## src/rtl/ctrl_pkg.sv

```systemverilog
// Shared definitions for the decode stage: opcode map, control-vector bit positions,
// read-enable bit positions and the unconditional branch condition code.
package ctrl_pkg;

    localparam logic [3:0] OP_ADD    = 4'h0;
    localparam logic [3:0] OP_PADDSB = 4'h1;
    localparam logic [3:0] OP_SUB    = 4'h2;
    localparam logic [3:0] OP_AND    = 4'h3;
    localparam logic [3:0] OP_NOR    = 4'h4;
    localparam logic [3:0] OP_SLL    = 4'h5;
    localparam logic [3:0] OP_SRL    = 4'h6;
    localparam logic [3:0] OP_SRA    = 4'h7;
    localparam logic [3:0] OP_LW     = 4'h8;
    localparam logic [3:0] OP_SW     = 4'h9;
    localparam logic [3:0] OP_LHB    = 4'hA;
    localparam logic [3:0] OP_LLB    = 4'hB;
    localparam logic [3:0] OP_B      = 4'hC;
    localparam logic [3:0] OP_JAL    = 4'hD;
    localparam logic [3:0] OP_JR     = 4'hE;
    localparam logic [3:0] OP_HLT    = 4'hF;

    localparam int CTRL_HALT     = 0;
    localparam int CTRL_REGWRITE = 1;
    localparam int CTRL_MEMTOREG = 2;
    localparam int CTRL_MEMWRITE = 3;
    localparam int CTRL_MEMREAD  = 4;
    localparam int CTRL_JAL      = 5;
    localparam int CTRL_JR       = 6;
    localparam int CTRL_BRANCH   = 7;

    localparam int RE_RS = 0;
    localparam int RE_RT = 1;

    localparam logic [2:0] COND_UNCOND = 3'b111;

endpackage

```

## src/rtl/ctrl_decode_comb.sv

```systemverilog
// Pure combinational instruction decoder: 16-bit instruction in, register specifiers,
// extended immediate, condition, control vector and read enables out.
module ctrl_decode_comb
    import ctrl_pkg::*;
#(
    parameter int REG_W    = 4,
    parameter int IMM_W    = 16,
    parameter int LINK_REG = 15
) (
    input  logic [15:0]      instr,
    output logic [3:0]       opcode,
    output logic [REG_W-1:0] rd,
    output logic [REG_W-1:0] rs,
    output logic [REG_W-1:0] rt,
    output logic [IMM_W-1:0] imm,
    output logic [2:0]       cond,
    output logic [7:0]       ctrl,
    output logic [1:0]       re
);

    logic [REG_W-1:0] f_a, f_b, f_c;
    logic [IMM_W-1:0] imm_z4, imm_s4, imm_z8, imm_s8, imm_s9, imm_s12;

    assign f_a = REG_W'(instr[11:8]);
    assign f_b = REG_W'(instr[7:4]);
    assign f_c = REG_W'(instr[3:0]);

    assign imm_z4  = {{(IMM_W-4){1'b0}}, instr[3:0]};
    assign imm_s4  = {{(IMM_W-4){instr[3]}}, instr[3:0]};
    assign imm_z8  = {{(IMM_W-8){1'b0}}, instr[7:0]};
    assign imm_s8  = {{(IMM_W-8){instr[7]}}, instr[7:0]};
    assign imm_s9  = {{(IMM_W-9){instr[8]}}, instr[8:0]};
    assign imm_s12 = {{(IMM_W-12){instr[11]}}, instr[11:0]};

    always_comb begin
        opcode = instr[15:12];
        rd     = '0;
        rs     = '0;
        rt     = '0;
        imm    = '0;
        cond   = instr[11:9];
        ctrl   = '0;
        re     = '0;
        // The all-zero word is a NOP rather than ADD r0,r0,r0.
        if (instr != 16'h0000) begin
            case (opcode)
                OP_ADD, OP_PADDSB, OP_SUB, OP_AND, OP_NOR: begin
                    ctrl[CTRL_REGWRITE] = 1'b1;
                    re = 2'b11;
                    rd = f_a;
                    rs = f_b;
                    rt = f_c;
                end
                OP_SLL, OP_SRL, OP_SRA: begin
                    ctrl[CTRL_REGWRITE] = 1'b1;
                    re[RE_RS] = 1'b1;
                    rd  = f_a;
                    rs  = f_b;
                    imm = imm_z4;
                end
                OP_LW: begin
                    ctrl[CTRL_REGWRITE] = 1'b1;
                    ctrl[CTRL_MEMTOREG] = 1'b1;
                    ctrl[CTRL_MEMREAD]  = 1'b1;
                    re[RE_RS] = 1'b1;
                    rd  = f_a;
                    rs  = f_b;
                    imm = imm_s4;
                end
                OP_SW: begin
                    ctrl[CTRL_MEMWRITE] = 1'b1;
                    re  = 2'b11;
                    rs  = f_b;
                    rt  = f_a;
                    imm = imm_s4;
                end
                OP_LHB: begin
                    ctrl[CTRL_REGWRITE] = 1'b1;
                    re[RE_RS] = 1'b1;
                    rd  = f_a;
                    rs  = f_a;
                    imm = imm_z8;
                end
                OP_LLB: begin
                    ctrl[CTRL_REGWRITE] = 1'b1;
                    rd  = f_a;
                    imm = imm_s8;
                end
                OP_B: begin
                    ctrl[CTRL_BRANCH] = 1'b1;
                    imm = imm_s9;
                end
                OP_JAL: begin
                    ctrl[CTRL_REGWRITE] = 1'b1;
                    ctrl[CTRL_JAL]      = 1'b1;
                    ctrl[CTRL_BRANCH]   = 1'b1;
                    rd   = REG_W'(LINK_REG);
                    cond = COND_UNCOND;
                    imm  = imm_s12;
                end
                OP_JR: begin
                    ctrl[CTRL_JR]     = 1'b1;
                    ctrl[CTRL_BRANCH] = 1'b1;
                    re[RE_RS] = 1'b1;
                    rs   = f_b;
                    cond = COND_UNCOND;
                end
                OP_HLT: begin
                    ctrl[CTRL_HALT] = 1'b1;
                end
            endcase
        end
    end

endmodule

```

## src/rtl/ctrl_decode_pipe.sv

```systemverilog
// Registered decode stage: output bundle register, load-use/WAW scoreboard,
// sticky halt and valid/ready handshakes toward fetch and execute.
module ctrl_decode_pipe
    import ctrl_pkg::*;
#(
    parameter int NREG      = 16,
    parameter int REG_W     = 4,
    parameter int IMM_W     = 16,
    parameter int LINK_REG  = 15,
    parameter int SB_BYPASS = 1
) (
    input  logic             clk,
    input  logic             rst_n,
    input  logic             if_valid,
    input  logic [15:0]      if_instr,
    output logic             if_ready,
    input  logic             flush,
    input  logic             wb_valid,
    input  logic [REG_W-1:0] wb_rd,
    output logic             id_valid,
    input  logic             id_ready,
    output logic [3:0]       id_opcode,
    output logic [REG_W-1:0] id_rd,
    output logic [REG_W-1:0] id_rs,
    output logic [REG_W-1:0] id_rt,
    output logic [IMM_W-1:0] id_imm,
    output logic [2:0]       id_cond,
    output logic [7:0]       id_ctrl,
    output logic [1:0]       id_re,
    output logic             halted
);

    localparam int BW = 4 + 3*REG_W + IMM_W + 3 + 8 + 2;

    logic [3:0]       dec_opcode;
    logic [REG_W-1:0] dec_rd, dec_rs, dec_rt;
    logic [IMM_W-1:0] dec_imm;
    logic [2:0]       dec_cond;
    logic [7:0]       dec_ctrl;
    logic [1:0]       dec_re;

    logic [BW-1:0]    dec_bundle, bundle_d, bundle_q;
    logic             id_valid_d, id_valid_q;
    logic             halted_d, halted_q;
    logic [NREG-1:0]  sb_d, sb_q;
    logic [NREG-1:0]  pend;
    logic             hazard, accept, issue;

    ctrl_decode_comb #(
        .REG_W    (REG_W),
        .IMM_W    (IMM_W),
        .LINK_REG (LINK_REG)
    ) u_dec (
        .instr  (if_instr),
        .opcode (dec_opcode),
        .rd     (dec_rd),
        .rs     (dec_rs),
        .rt     (dec_rt),
        .imm    (dec_imm),
        .cond   (dec_cond),
        .ctrl   (dec_ctrl),
        .re     (dec_re)
    );

    assign dec_bundle = {dec_opcode, dec_rd, dec_rs, dec_rt, dec_imm, dec_cond, dec_ctrl, dec_re};
    assign {id_opcode, id_rd, id_rs, id_rt, id_imm, id_cond, id_ctrl, id_re} = bundle_q;
    assign id_valid = id_valid_q;
    assign halted   = halted_q;

    // A register is pending if an issued load has not retired (unless it retires this
    // cycle with bypass on) or if the load still sitting in the output slot targets it.
    always_comb begin
        pend = '0;
        for (int r = 1; r < NREG; r++) begin
            pend[r] = (sb_q[r] && !((SB_BYPASS != 0) && wb_valid && (wb_rd == REG_W'(r))))
                   || (id_valid_q && id_ctrl[CTRL_MEMREAD] && (id_rd == REG_W'(r)));
        end
    end

    assign hazard = (dec_re[RE_RS] && pend[dec_rs])
                 || (dec_re[RE_RT] && pend[dec_rt])
                 || (dec_ctrl[CTRL_REGWRITE] && pend[dec_rd]);

    assign if_ready = !halted_q && !flush && !hazard && (!id_valid_q || id_ready);
    assign accept   = if_valid && if_ready;
    assign issue    = id_valid_q && id_ready;

    always_comb begin
        id_valid_d = id_valid_q;
        halted_d   = halted_q;
        bundle_d   = bundle_q;
        if (flush) begin
            id_valid_d = 1'b0;
            halted_d   = 1'b0;
        end else if (accept) begin
            bundle_d   = dec_bundle;
            id_valid_d = 1'b1;
            if (dec_ctrl[CTRL_HALT]) begin
                halted_d = 1'b1;
            end
        end else if (issue) begin
            id_valid_d = 1'b0;
        end
    end

    // Clear is applied before set so a load issuing to the register that retires
    // in the same cycle stays marked pending.
    always_comb begin
        sb_d = sb_q;
        if (wb_valid) begin
            sb_d[wb_rd] = 1'b0;
        end
        if (issue && id_ctrl[CTRL_MEMREAD] && (id_rd != '0)) begin
            sb_d[id_rd] = 1'b1;
        end
        sb_d[0] = 1'b0;
    end

    always_ff @(posedge clk or negedge rst_n) begin
        if (!rst_n) begin
            id_valid_q <= 1'b0;
            halted_q   <= 1'b0;
            sb_q       <= '0;
            bundle_q   <= '0;
        end else begin
            id_valid_q <= id_valid_d;
            halted_q   <= halted_d;
            sb_q       <= sb_d;
            bundle_q   <= bundle_d;
        end
    end

endmodule

```

## config.mk

```make
export PLATFORM = sky130hd
export DESIGN_NAME = ctrl_decode_pipe
export DESIGN_NICKNAME = d
export VERILOG_FILES = /design/src/rtl/ctrl_pkg.sv /design/src/rtl/ctrl_decode_comb.sv /design/src/rtl/ctrl_decode_pipe.sv
export SDC_FILE = /design/constraint.sdc
export NUM_CORES = 1
export LEC_CHECK = 0
export ABC_AREA = 0
export BUFFER_PORTS_ARGS = -buffer_cell sky130_fd_sc_hd__buf_2
export CORE_UTILIZATION = 56
export DETAILED_ROUTE_END_ITERATION = 6
export GPL_TIMING_DRIVEN = 1
export PLACE_DENSITY_LB_ADDON = 0.25
export SLEW_MARGIN = 20
export SYNTH_ARGS = -nofsm -noshare
export SYNTH_HDL_FRONTEND = slang
export SYNTH_SLANG_ARGS = --single-unit
```

## constraint.sdc

```tcl
create_clock -name clk -period 3.45 [get_ports clk]
set_input_delay 0.345 -clock clk [delete_from_list [all_inputs] [get_ports clk]]
set_output_delay 0.345 -clock clk [all_outputs]
set_load 0.02 [all_outputs]
```

## After elaboration in Yosys (flattened, before gate mapping)

Cells that the tools add are included.

| word-level totals | value |
|---|---|
| flip-flop bits (word level) | 62 |
| output and inout port bits | 48 |
| word-level logic and storage cells | 212 |

| cells by class | value |
|---|---|
| $lt $le $gt $ge | 7 |
| equality and inequality tests | 45 |
| mux-type cells | 39 |
| bitwise logic cells | 4 |
| reductions and logical operators | 113 |

Operator list:

| operator | number |
|---|---|
| equality test 4 bit (second input constant) | 24 |
| case mux 16 bit (6 select lines) | 1 |
| logical AND 1 bit | 58 |
| equality test 4 x 3 -> 1 bit (second input constant) | 12 |
| 2-to-1 mux 16 bit | 3 |
| less-than comparator 4 x 5 -> 1 bit (second input constant) | 5 |
| equality test 4 x 2 -> 1 bit (second input constant) | 6 |
| case mux 4 bit (2 select lines) | 3 |
| OR reduction 12 bit | 2 |
| OR reduction 11 bit | 2 |
| 2-to-1 mux 1 bit | 20 |
| logical NOT 1 bit | 19 |
| logical OR 1 bit | 18 |
| AND 16 bit | 1 |
| inverter 16 bit | 1 |
| OR 16 bit | 1 |
| nonzero test 16 bit | 1 |
| binary-select mux 1 bit (select 4 bit) | 3 |
| equality test 4 x 1 -> 1 bit (second input constant) | 3 |
| 2-to-1 mux 4 bit | 3 |
| demux 1 bit (select 4 bit) | 2 |
| greater-or-equal comparator 4 x 1 -> 1 bit (second input constant) | 2 |
| 2-to-1 mux 8 bit | 1 |
| 2-to-1 mux 3 bit | 2 |
| other kinds (11) | 15 |

## Longest topological paths before layout

Gate-level depths: netlist of the first run.

| depth | value |
|---|---|
| word-level depth | 16 |
| gate-level depth with buffers | 13 |
| mapped depth without buffers | 9 |

## Hierarchy

From an unflattened synthesis of the first run, not the netlist that was laid out.

| second synthesis, totals | value |
|---|---|
| cell total of the unflattened synthesis | 398 |
| area total of the unflattened synthesis | 4012.6 um^2 |

By module, submodules not included:

| module | times used | cells an instance | area an instance (um^2) | seq. area each (um^2) |
|---|---|---|---|---|
| ctrl_decode_pipe | 1 | 292 | 3369.5 | 1551.5 |
| ctrl_decode_comb | 1 | 106 | 643.1 | 0.0 |

## Least setup slack after synthesis of the first run

No wires, ideal clock.

| timing path | value |
|---|---|
| path kind | input-to-reg |
| start | input port if_instr[12] |
| end | register bundle_q[10] |
| arrival | 3012 ps |
| data required time | 3325 ps |
| slack | 313 ps |
| stages | 12 |
| path buffers | 3 |
| cell sequence | buf_2 -> or4b_4 -> o211ai_2 -> o21bai_2 -> a2111oi_1 -> nor4_2 -> o2111ai_1 -> nor4_2 -> and3_1 -> buf_6 -> buf_12 -> mux2_4 |

| between the ends | value |
|---|---|
| word-level cells in the longest chain between the ends | 14 |
| elaborated cells on any way between the ends | 51 |

RTL lines:

| item | RTL line | text |
|---|---|---|
| start: declaration | ctrl_decode_pipe.sv:15 | `input logic [15:0] if_instr,` |
| equality test 4 x 3 -> 1 bit, or another cell as far along | ctrl_decode_comb.sv:46 | `case (opcode)` |
| OR reduction 11 bit (no source line) or OR reduction 5 bit (tied branches) | - |  |
| case mux 4 bit (2 select lines) | ctrl_decode_comb.sv:46 |  |
| 2-to-1 mux 4 bit | ctrl_decode_comb.sv:45 | `if (instr != 16'h0000) begin` |
| binary-select mux 1 bit (select 4 bit), on equally long branches | ctrl_decode_pipe.sv:80, ctrl_decode_pipe.sv:81 |  |
| 2-to-1 mux 1 bit, on equally long branches | ctrl_decode_pipe.sv:80, ctrl_decode_pipe.sv:81 |  |
| logical AND 1 bit, on equally long branches | ctrl_decode_pipe.sv:80, ctrl_decode_pipe.sv:81 |  |
| logical OR 1 bit | ctrl_decode_pipe.sv:81 | `\|\| (dec_re[RE_RT] && pend[dec_rt])` |
| logical OR 1 bit * | ctrl_decode_pipe.sv:82 | `\|\| (dec_ctrl[CTRL_REGWRITE] && pend[dec_rd]);` |
| logical NOT 1 bit * | ctrl_decode_pipe.sv:84 | `assign if_ready = !halted_q && !flush && !hazard && (!id_valid_q \|\| id_ready);` |
| logical AND 1 bit * (2 in series) | ctrl_decode_pipe.sv:84 |  |
| net if_ready | ctrl_decode_pipe.sv:16 | `output logic if_ready,` |
| logical AND 1 bit * | ctrl_decode_pipe.sv:85 | `assign accept = if_valid && if_ready;` |
| AND reduction 2 bit (no source line) * | - |  |
| end signal: assignment | ctrl_decode_pipe.sv:129 | `bundle_q <= bundle_d;` |
| end: declaration | ctrl_decode_pipe.sv:42 | `logic [BW-1:0] dec_bundle, bundle_d, bundle_q;` |

Mark *: on every way through the listed nets, which the timed path passes. The rest lies on a longest branch. The select of a mux whose other input is x is not followed.
A chain may end at the register's enable or synchronous reset.

## Final worst setup path of the first run

| timing path | value |
|---|---|
| start | register bundle_q[38] |
| end | register bundle_q[3] |

| between the ends | value |
|---|---|
| word-level cells in the longest chain between the ends | 13 |
| elaborated cells on any way between the ends | 61 |

RTL lines:

| item | RTL line | text |
|---|---|---|
| equality test 4 x 1 -> 1 bit, or another cell as far along | ctrl_decode_pipe.sv:76 | `\|\| (id_valid_q && id_ctrl[CTRL_MEMREAD] && (id_rd == REG_W'(r)));` |
| logical AND 1 bit | ctrl_decode_pipe.sv:76 |  |
| logical OR 1 bit | ctrl_decode_pipe.sv:76 |  |
| binary-select mux 1 bit (select 4 bit), on equally long branches | ctrl_decode_pipe.sv:80, ctrl_decode_pipe.sv:81 |  |
| 2-to-1 mux 1 bit, on equally long branches | ctrl_decode_pipe.sv:80, ctrl_decode_pipe.sv:81 |  |
| logical AND 1 bit, on equally long branches | ctrl_decode_pipe.sv:80, ctrl_decode_pipe.sv:81 |  |
| logical OR 1 bit | ctrl_decode_pipe.sv:81 |  |
| logical OR 1 bit * | ctrl_decode_pipe.sv:82 |  |
| logical NOT 1 bit * | ctrl_decode_pipe.sv:84 |  |
| logical AND 1 bit * (2 in series) | ctrl_decode_pipe.sv:84 |  |
| logical AND 1 bit * | ctrl_decode_pipe.sv:85 |  |
| AND reduction 2 bit (no source line) * | - |  |

Every way passes the cells marked *; elsewhere a longest branch is shown, timed or not. The select of a mux whose other input is x is not followed.

==> out/results.txt, run 1 <==
Final TNS setup = 0 ns
I/O Pins = 74
Final setup fails = 0
Final net count = 541
Worst R2R Setup Slack = 0.31 ns
Setup ws final = 0.312 ns
Post_cts resized = 0
CP required = 3.68 ns
Mapped Area = 3990 um2
Commonest non-fill, non-tap cells in the layout = buf_2 (73), dfrtp_1 (57), buf_4 (35)
Violated checks = hold timing
Sequential Area = 1430 um2
Final hold vios = 3
Overall Power = 2.43 mW
Largest net degree at the start of global routing = 33
R2R Path End = bundle_q[3]
Share of cells above drive strength 1 = 0.321
Run status = finished with violations
Asr flop ratio synth = 1.00
Critical-path top delay cell = dfrtp_1
R2R depth = 11
# DRC = 0
Non-filler cells, final = 616
RSZ-0062 raised after global routing = no
Clock Skew = 0.0112 ns
Slowest stage delay, CP = 0.43 ns
# rows = 30
Syn. warnings = 0
Syn avg cell area = 9.47 um2
Clock Latency Late Sink = 0.35 ns
Min Tclk post-route = 3.14 ns
Ys flop type = dfrtp_1
WL final = 12500 um
First-pass GRT wire length = 19400 um
Final Core Density = 0.690
Class of the worst hold path = in2async
TritonRoute pass-1 iters = 5
PD cells = 515 nW/um2
Biggest area consumer among synthesized cells = dfrtp_1
Worst slack, placed = 0.201 ns
Placed insts = 600
#FFs+latches synth = 57
VDD IR max = 0.401 mV
Post-DRT Antenna Nets = 0
TritonCTS clock tree = yes
Clk root buf = clkbuf_8
Max-capacitance violation count = 0
CP Launch Type = flop
Die footprint = 7460 um2
Seq/Total Area, Yosys = 0.358
Number of fill cells = 587
Setup repair bufs after CTS = 0
Clock slew at reported path FFs = 0.07 ns
Via count = 3882
Crit Path Max Fanout = 15
Routability congestion estimate = 1.04
Hold_ws = -0.00120 ns
Syn-to-layout area delta = 18.2%
Leak = 2.19 nW
Grt total ovfl = 0
Gate Count Post-Synth = 421
ANT cells = 0
Tcrit/Tclk final = 0.909
Synth area leaders = dfrtp_1 (36%), mux2_4 (8.7%), mux2i_1 (4.5%)
Top-area cell type share of the netlist area = 0.358
Starting Density = 0.584
Netlist cell types = 74
Sinks on the clock net = 57
Buffers on Ports = 73
Die height = 86.4 um
Max frequency = 319 MHz
Kind of end point of the critical path = flop
CP delay by family, top = simple AND/OR/NAND/NOR gates
Worst slew margin = 0.607
Hold-fix buffers, CTS = 0
Worst Path Buf+Inv = 2
Levels on crit path = 11
Crit-path cells = nand3_1, nor3_1, nor4_1, nor4b_1, buf_4, nor4_2, o2111ai_1, nor4_2, and3_2, buf_4, mux2_4
DP Wirelength = 9580 um
Most common cell after layout, fill and taps aside = buf_2
Pins Over Slew Limit = 0
Worst slew pin tran = 0.590 ns
Multi-input logic area = 2270 um2
Syn_nets = 447
Die X = 86.4 um
DRT iter0 DRCs = 341
Tot GR Track Use = 0.347
DR vias/cell = 6.30
Initial antenna violation count = 0
Vias in the first global route = 3646
TritonCTS Buffers = 9
Post-synth EDFFs = 0
Reg2reg start = bundle_q[38]
Routed len/inst = 20.3 um
H-tree levels = 3
Clock tree buffer depth = 2
Core box area = 6830 um2
Critical path data arrival time = 3.37 ns
Crit path kind = reg2reg
[worst max path at each step]
stage | from | to | slack (ns)
floorplan | if_instr[12] | bundle_q[10] | 0.31
global placement | if_instr[13] | bundle_q[23] | 0.24
detailed placement | if_instr[13] | bundle_q[3] | 0.20
CTS | bundle_q[38] | bundle_q[3] | 0.35
global route | bundle_q[38] | bundle_q[3] | 0.16
finish | bundle_q[38] | bundle_q[3] | 0.31
[layout make-up]
type / instances / area share
inverter: 21 / 0.0167
multi-input combinational: 317 / 0.481
tap: 96 / 0.0255
clock inverter: 7 / 0.0101
clock buffer: 9 / 0.0263
timing repair buffer: 109 / 0.138
sequential: 57 / 0.303
[registers in the layout, indices dropped and copies added, names as in the netlist]
signal    cells
bundle_q     40
halted        1
id_valid      1
sb_q         15
[synthesized netlist by cell type (3+ instances only)]
library cell  instances
a21o_1                6
a21oi_1              24
a31oi_1               5
and3_1                4
buf_12                3
buf_2                 5
buf_4                 7
buf_6                 5
clkbuf_1              5
dfrtp_1              57
inv_1                20
mux2_4               23
mux2i_1              18
nand2_1              30
nand2b_1             11
nand3_1              14
nand3b_1              4
nand4b_1              5
nor2_1               28
nor2b_1               4
nor3_1               14
nor4_1                8
o211ai_1              6
o21a_1               12
o21ai_0              24
o21bai_1             10
o22ai_1               3
o311a_1               4
xnor2_1               3
[cells by family after synthesis]
family,count (synthesis),share of synthesized area
AO/OA/AOI/OAI,131,0.233
XOR/XNOR,3,0.00659
buffers and inverters,47,0.0741
flip-flops,57,0.358
multiplexers,43,0.137
AND/OR/NAND/NOR,140,0.191
[per-layer routing]
metal / track usage / up-vias / share of wire
met3: 0.0695 / 35 / 0.081
li1: - / 1756 / -
met1: 0.476 / 1855 / 0.44
met2: 0.546 / 236 / 0.45
met4: 0.121 / 0 / 0.025
met5: 0 / - / 0
[power by group]
part,switching [mW],total [mW],leakage (nW),internal [mW]
Sequential,0.108,0.921,0.738,0.813
Clock,0.300,0.558,0.0850,0.258
Combinational,0.576,0.946,1.37,0.370
[per-stage QoR]
step | hold WS (ns) | instance area, um2
floorplan | 0.0494 | 3990
global placement | 0.360 | 4540
detailed placement | 0.379 | 4540
CTS | 0.0122 | 4710
global route | 0.0483 | 4710
finish | -0.00120 | 4710
No activity file was read; power rests on OpenSTA's default activity.
==> run 2, diff against run 1 <==
Settings changed: CELL_PAD_IN_SITES_DETAIL_PLACEMENT set to 1, CELL_PAD_IN_SITES_GLOBAL_PLACEMENT set to 2, CORE_ASPECT_RATIO set to 0.5, CORE_UTILIZATION 56 to 35.
==> out/results.txt, run 2 (synthesis results as in run 1) <==
Largest net degree at the start of global routing = 31 (was 33)
Routability congestion estimate = 0.925 (was 1.04)
CP required = 3.11 ns (was 3.68 ns)
Commonest non-fill, non-tap cells in the layout = buf_2 (73), dfrtp_1 (57), buf_4 (35) (unchanged)
First-pass GRT wire length = 22600 um (was 19400 um)
Die X = 153 um (was 86.4 um)
Sinks on the clock net = 57 (unchanged)
TritonCTS Buffers = 9 (unchanged)
TritonRoute pass-1 iters = 4 (was 5)
Core box area = 11000 um2 (was 6830 um2)
Class of the worst hold path = in2async (unchanged)
Clk root buf = clkbuf_16 (was clkbuf_8)
Largest regs = bundle_q: 40 flops, sb_q: 15 flops (unchanged)
Tcrit/Tclk final = 0.938 (was 0.909)
Buffers on Ports = 73 (unchanged)
CP Launch Type = flop (unchanged)
# DRC = 0 (unchanged)
Grt total ovfl = 0 (unchanged)
Clock tree buffer depth = 2 (unchanged)
Syn-to-layout area delta = 23.6% (was 18.2%)
Starting Density = 0.361 (was 0.584)
Hold-fix buffers, CTS = 0 (unchanged)
Kind of end point of the critical path = primary output (was flop)
Die footprint = 11800 um2 (was 7460 um2)
Clock Latency Late Sink = 0.34 ns (was 0.35 ns)
Final hold vios = 0 (was 3)
Run status = finished clean (was finished with violations)
Post-Layout Inst Area = 4930 um2 (was 4710 um2)
Via count = 3807 (was 3882)
Clock slew at reported path FFs = 0.06 ns (was 0.07 ns)
Min Tclk post-route = 3.24 ns (was 3.14 ns)
TritonCTS clock tree = yes (unchanged)
DP Wirelength = 11100 um (was 9580 um)
Post-DP Area = 4640 um2 (was 4540 um2)
I/O Pins = 74 (unchanged)
DR vias/cell = 5.71 (was 6.30)
H-tree levels = 3 (unchanged)
Post-DRT Antenna Nets = 0 (unchanged)
Max frequency = 309 MHz (was 319 MHz)
Clock Skew = 0.0105 ns (was 0.0112 ns)
PD cells = 560 nW/um2 (was 515 nW/um2)
Share of cells above drive strength 1 = 0.326 (was 0.321)
Setup ws final = 0.215 ns (was 0.312 ns)
Pins Over Slew Limit = 0 (unchanged)
Leak = 2.25 nW (was 2.19 nW)
DRT iter0 DRCs = 228 (was 341)
Vias in the first global route = 3911 (was 3646)
ANT cells = 0 (unchanged)
Critical path data arrival time = 2.89 ns (was 3.37 ns)
Routed len/inst = 21.6 um (was 20.3 um)
Crit path kind = reg2out (was reg2reg)
Biggest register = bundle_q (unchanged)
Overall Power = 2.76 mW (was 2.43 mW)
RSZ-0062 raised after global routing = no (unchanged)
Final Core Density = 0.446 (was 0.690)
WL final = 14400 um (was 12500 um)
Initial antenna violation count = 0 (unchanged)
Crit Path Max Fanout = 7 (was 15)
VDD IR max = 0.275 mV (was 0.401 mV)
Max-capacitance violation count = 0 (unchanged)
Most common cell after layout, fill and taps aside = buf_2 (unchanged)
Final setup fails = 0 (unchanged)
Final TNS setup = 0 ns (unchanged)
Worst slew margin = 0.560 (was 0.607)
# rows = 27 (was 30)
Final net count = 543 (was 541)
Max reg flops = 40 (unchanged)
Worst slew pin tran = 0.660 ns (was 0.590 ns)
Worst slack, placed = 0.143 ns (was 0.201 ns)
Tot GR Track Use = 0.252 (was 0.347)
Die height = 77.5 um (was 86.4 um)
## run 2: changes by cell type in the layout (fill, tap and decap cells not counted), sizes merged
cell      previous run  this run
clkinv               6         3
inv                 20        21
buf                109       111
clkinvlp             2         4
## run 2: final timing paths
| path | depth (start not counted) | endpoint | from | slack, ns |
|---|---|---|---|---|
| min in group clk | 3 | bundle_q[13] | if_instr[0] | 0.30 |
| max in group asynchronous | 2 | bundle_q[0] | rst_n | 2.55 |
| max | 9 | if_ready | bundle_q[38] | 0.21 |
| min reg2reg | 1 | bundle_q[1] | bundle_q[1] | 0.51 |
| min | 1 | bundle_q[39] | rst_n | 0.04 |
| max reg2reg | 11 | halted | bundle_q[38] | 0.28 |
## run 2: final cells by class
type / instances / area, um2
well taps: 145 / 181
inverters: 21 / 78.8
clock buffers: 9 / 225
fillers: 1305 / 6120
clock inverters: 7 / 56.3
multi-input cells: 317 / 2270
flip-flops and latches: 57 / 1430
repair buffers: 111 / 688
## run 2: metal layers
layer  GRT usage  wire length (um)
met2       0.371              6200
met4      0.0869               314
met1       0.364              7320
met5           0                 0
met3      0.0542               566
## run 2: worst max-delay path: stages, from the launching register on
cell      delay, ns
dfrtp_1        0.49
nand3b_1       0.43
or3_1          0.48
nand3_1        0.09
o211ai_1       0.13
a2111o_1       0.43
o311ai_1       0.09
nor4_2         0.10
buf_4          0.15
buf_2          0.15
## run 2: through the flow
step / hold WS (ns) / instances
after floorplan: 0.0494 / 421
after global placement: 0.416 / 651
after detailed placement: 0.417 / 651
after CTS: 0.0575 / 667
after global routing: 0.0879 / 667
final: 0.0374 / 667
## run 2: repair_timing
action	4_1_cts	5_1_grt
resized for setup	0	1
endpoints found under the setup margin	0	7
setup buffers	0	0
## run 2: report_power, final
group | internal (mW) | switching (mW) | total [mW]
logic | 0.382 | 0.589 | 0.971
clock network | 0.490 | 0.356 | 0.845
registers | 0.814 | 0.128 | 0.942
==> run 3, diff against run 2 <==
Settings changed: CORE_UTILIZATION 35 to 37, SLEW_MARGIN 20 to not set.
Clock period 3.45 ns to 4.1 ns, I/O delays scaled along.
==> out/results.txt, run 3 (synthesis results as in run 1) <==
Clk root buf = clkbuf_16 (unchanged)
Gate power share = 0.324 (was 0.352)
I/O Pins = 74 (unchanged)
# DRC = 0 (unchanged)
Critical-path top delay cell = dfrtp_1 (unchanged)
Number of fill cells = 1216 (was 1305)
Leak = 2.13 nW (was 2.25 nW)
Clock share of power = 0.350 (was 0.306)
Commonest non-fill, non-tap cells in the layout = buf_2 (73), dfrtp_1 (57), nand2_1 (30) (was buf_2 (73), dfrtp_1 (57), buf_4 (35))
RSZ-0062 raised after global routing = no (unchanged)
Worst R2R Setup Slack = 0.82 ns (was 0.28 ns)
Net Sw Frac = 0.361 (was 0.389)
Clock slew at reported path FFs = 0.06 ns (about the same)
TritonCTS Buffers = 9 (unchanged)
Max-capacitance violation count = 0 (unchanged)
Starting Density = 0.385 (was 0.361)
CP delay by family, top = simple AND/OR/NAND/NOR gates (unchanged)
TritonCTS clock tree = yes (unchanged)
Die X = 149 um (was 153 um)
Kind of end point of the critical path = flop (was primary output)
Grt total ovfl = 0 (unchanged)
Largest regs = bundle_q: 40 flops, sb_q: 15 flops (unchanged)
Crit Path Max Fanout = 15 (was 7)
Share of cells above drive strength 1 = 0.287 (was 0.326)
Run status = finished clean (unchanged)
Post_cts resized = 0 (unchanged)
Post-DRT Antenna Nets = 0 (unchanged)
Final setup fails = 0 (unchanged)
Final net count = 516 (was 543)
Setup repair bufs after CTS = 0 (unchanged)
Pins Over Slew Limit = 0 (unchanged)
Max frequency = 305 MHz
Hold-fix buffers, CTS = 0 (unchanged)
Clock Skew = 0.00748 ns (was 0.0105 ns)
Reg power frac = 0.326 (was 0.341)
P_sw = 0.863 mW (was 1.07 mW)
DRT iter0 DRCs = 374 (was 228)
Sequential Area = 1430 um2 (unchanged)
Tot GR Track Use = 0.255 (was 0.252)
Routed len/inst = 21.4 um (was 21.6 um)
TritonRoute pass-1 iters = 4 (unchanged)
Routability congestion estimate = 0.935 (was 0.925)
Clock Latency Late Sink = 0.34 ns (about the same)
Crit-path cells = nand3_1, buf_4, nor3_1, o21a_1, nor4_1, o311a_1, o311ai_1, nor4_2, and3_2, buf_4, mux2_4 (was nand3b_1, or3_1, nand3_1, o211ai_1, a2111o_1, o311ai_1, nor4_2, buf_4, buf_2)
DP Wirelength = 10100 um (was 11100 um)
Multi-input logic area = 2270 um2 (about the same)
Via count = 3649 (was 3807)
Final hold vios = 0 (unchanged)
Slowest stage delay, CP = 0.48 ns (was 0.49 ns)
CP required = 4.33 ns (was 3.11 ns)
Class of the worst hold path = in2async (unchanged)
Levels on crit path = 11 (was 9)
Final TNS setup = 0 ns (unchanged)
R2R depth = 11 (unchanged)
Internal Power = 1.53 mW (was 1.69 mW)
Max reg flops = 40 (unchanged)
DR vias/cell = 5.75 (was 5.71)
Most frequent cell on the critical path = buf_4
Syn-to-layout area delta = 18.8% (was 23.6%)
Post-DP Area = 4410 um2 (was 4640 um2)
Worst Path Buf+Inv = 2 (unchanged)
Critical path data arrival time = 3.50 ns (was 2.89 ns)
Reg2reg start = bundle_q[6] (was bundle_q[38])
Die height = 75.4 um (was 77.5 um)
Biggest register = bundle_q (unchanged)
PD cells = 504 nW/um2 (was 560 nW/um2)
Most common cell after layout, fill and taps aside = buf_2 (unchanged)
Initial antenna violation count = 0 (unchanged)
VDD IR max = 0.331 mV (was 0.275 mV)
Largest net degree at the start of global routing = 58 (was 31)
R2R Path End = bundle_q[28] (was halted)
Min Tclk post-route = 3.28 ns
Buffers on Ports = 73 (unchanged)
Die footprint = 11200 um2 (was 11800 um2)
Vias in the first global route = 3651 (was 3911)
First-pass GRT wire length = 21100 um (was 22600 um)
Sinks on the clock net = 57 (unchanged)
WL final = 13600 um (was 14400 um)
Post-Layout Inst Area = 4740 um2 (was 4930 um2)
Overall Power = 2.39 mW (was 2.76 mW)
Crit path kind = reg2reg (was reg2out)
CP Launch Type = flop (unchanged)
# rows = 26 (was 27)
Tcrit/Tclk final = 0.799
Worst slew margin = 0.489 (was 0.560)
H-tree levels = 3 (unchanged)
Core box area = 10300 um2 (was 11000 um2)
Worst slew pin tran = 0.767 ns (was 0.660 ns)
Clock tree buffer depth = 2 (unchanged)
ANT cells = 0 (unchanged)
==> run 3: changes by cell type in the layout (fill, tap and decap cells not counted) <==
cell	delta
buf_4	-25
buf_12	-2
bufinv_16	+2
clkbuf_8	+1
clkinv_4	-1
clkinvlp_4	-1
inv_6	-1
nand3_1	+1
nand3_2	-1
==> run 3: power by group through the flow <==
stage	combinational (mW)	sequential (mW)	clock [mW]
2_1_floorplan	0.369	0.921	0
3_3_place_gp	0.759	0.784	0
3_5_place_dp	0.770	0.784	0
4_1_cts	0.775	0.780	0.849
5_1_grt	0.830	0.800	0.868
6_report	0.774	0.778	0.837
==> run 3: worst max-delay path by stage <==
| stage | slack [ns] | start | end |
|---|---|---|---|
| 5_1_grt | 0.66 | bundle_q[38] | bundle_q[35] |
| 3_5_place_dp | 0.54 | if_instr[13] | bundle_q[30] |
| 4_1_cts | 0.84 | bundle_q[39] | bundle_q[28] |
| 6_report | 0.82 | bundle_q[6] | bundle_q[28] |
| 2_1_floorplan | 0.90 | if_instr[12] | bundle_q[10] |
| 3_3_place_gp | 0.60 | if_instr[13] | bundle_q[28] |
==> run 3: metal layers <==
layer,vias to the layer above,share of wire,global-route usage
li1,1705,-,-
met1,1826,0.51,0.360
met2,101,0.42,0.389
met3,17,0.052,0.0641
met4,0,0.013,0.0748
met5,-,0,0
==> run 3: area by class of cell <==
class	instances	share of cell area
clock buffers	10	0.0504
clock inverters	6	0.0193
inverters	21	0.0166
multi-input cells	317	0.478
flip-flops and latches	57	0.301
well taps	140	0.0370
repair buffers	84	0.0972
==> run 3: stage by stage <==
step / utilization / instances / hold slack (ns) / setup slack [ns]
after global routing: 0.458 / 635 / 0.314 / 0.661
after CTS: 0.458 / 635 / 0.263 / 0.841
final: 0.458 / 635 / 0.231 / 0.825
after floorplan: - / 421 / 0.114 / 0.898
after global placement: 0.426 / 619 / 0.495 / 0.596
after detailed placement: 0.426 / 619 / 0.488 / 0.544
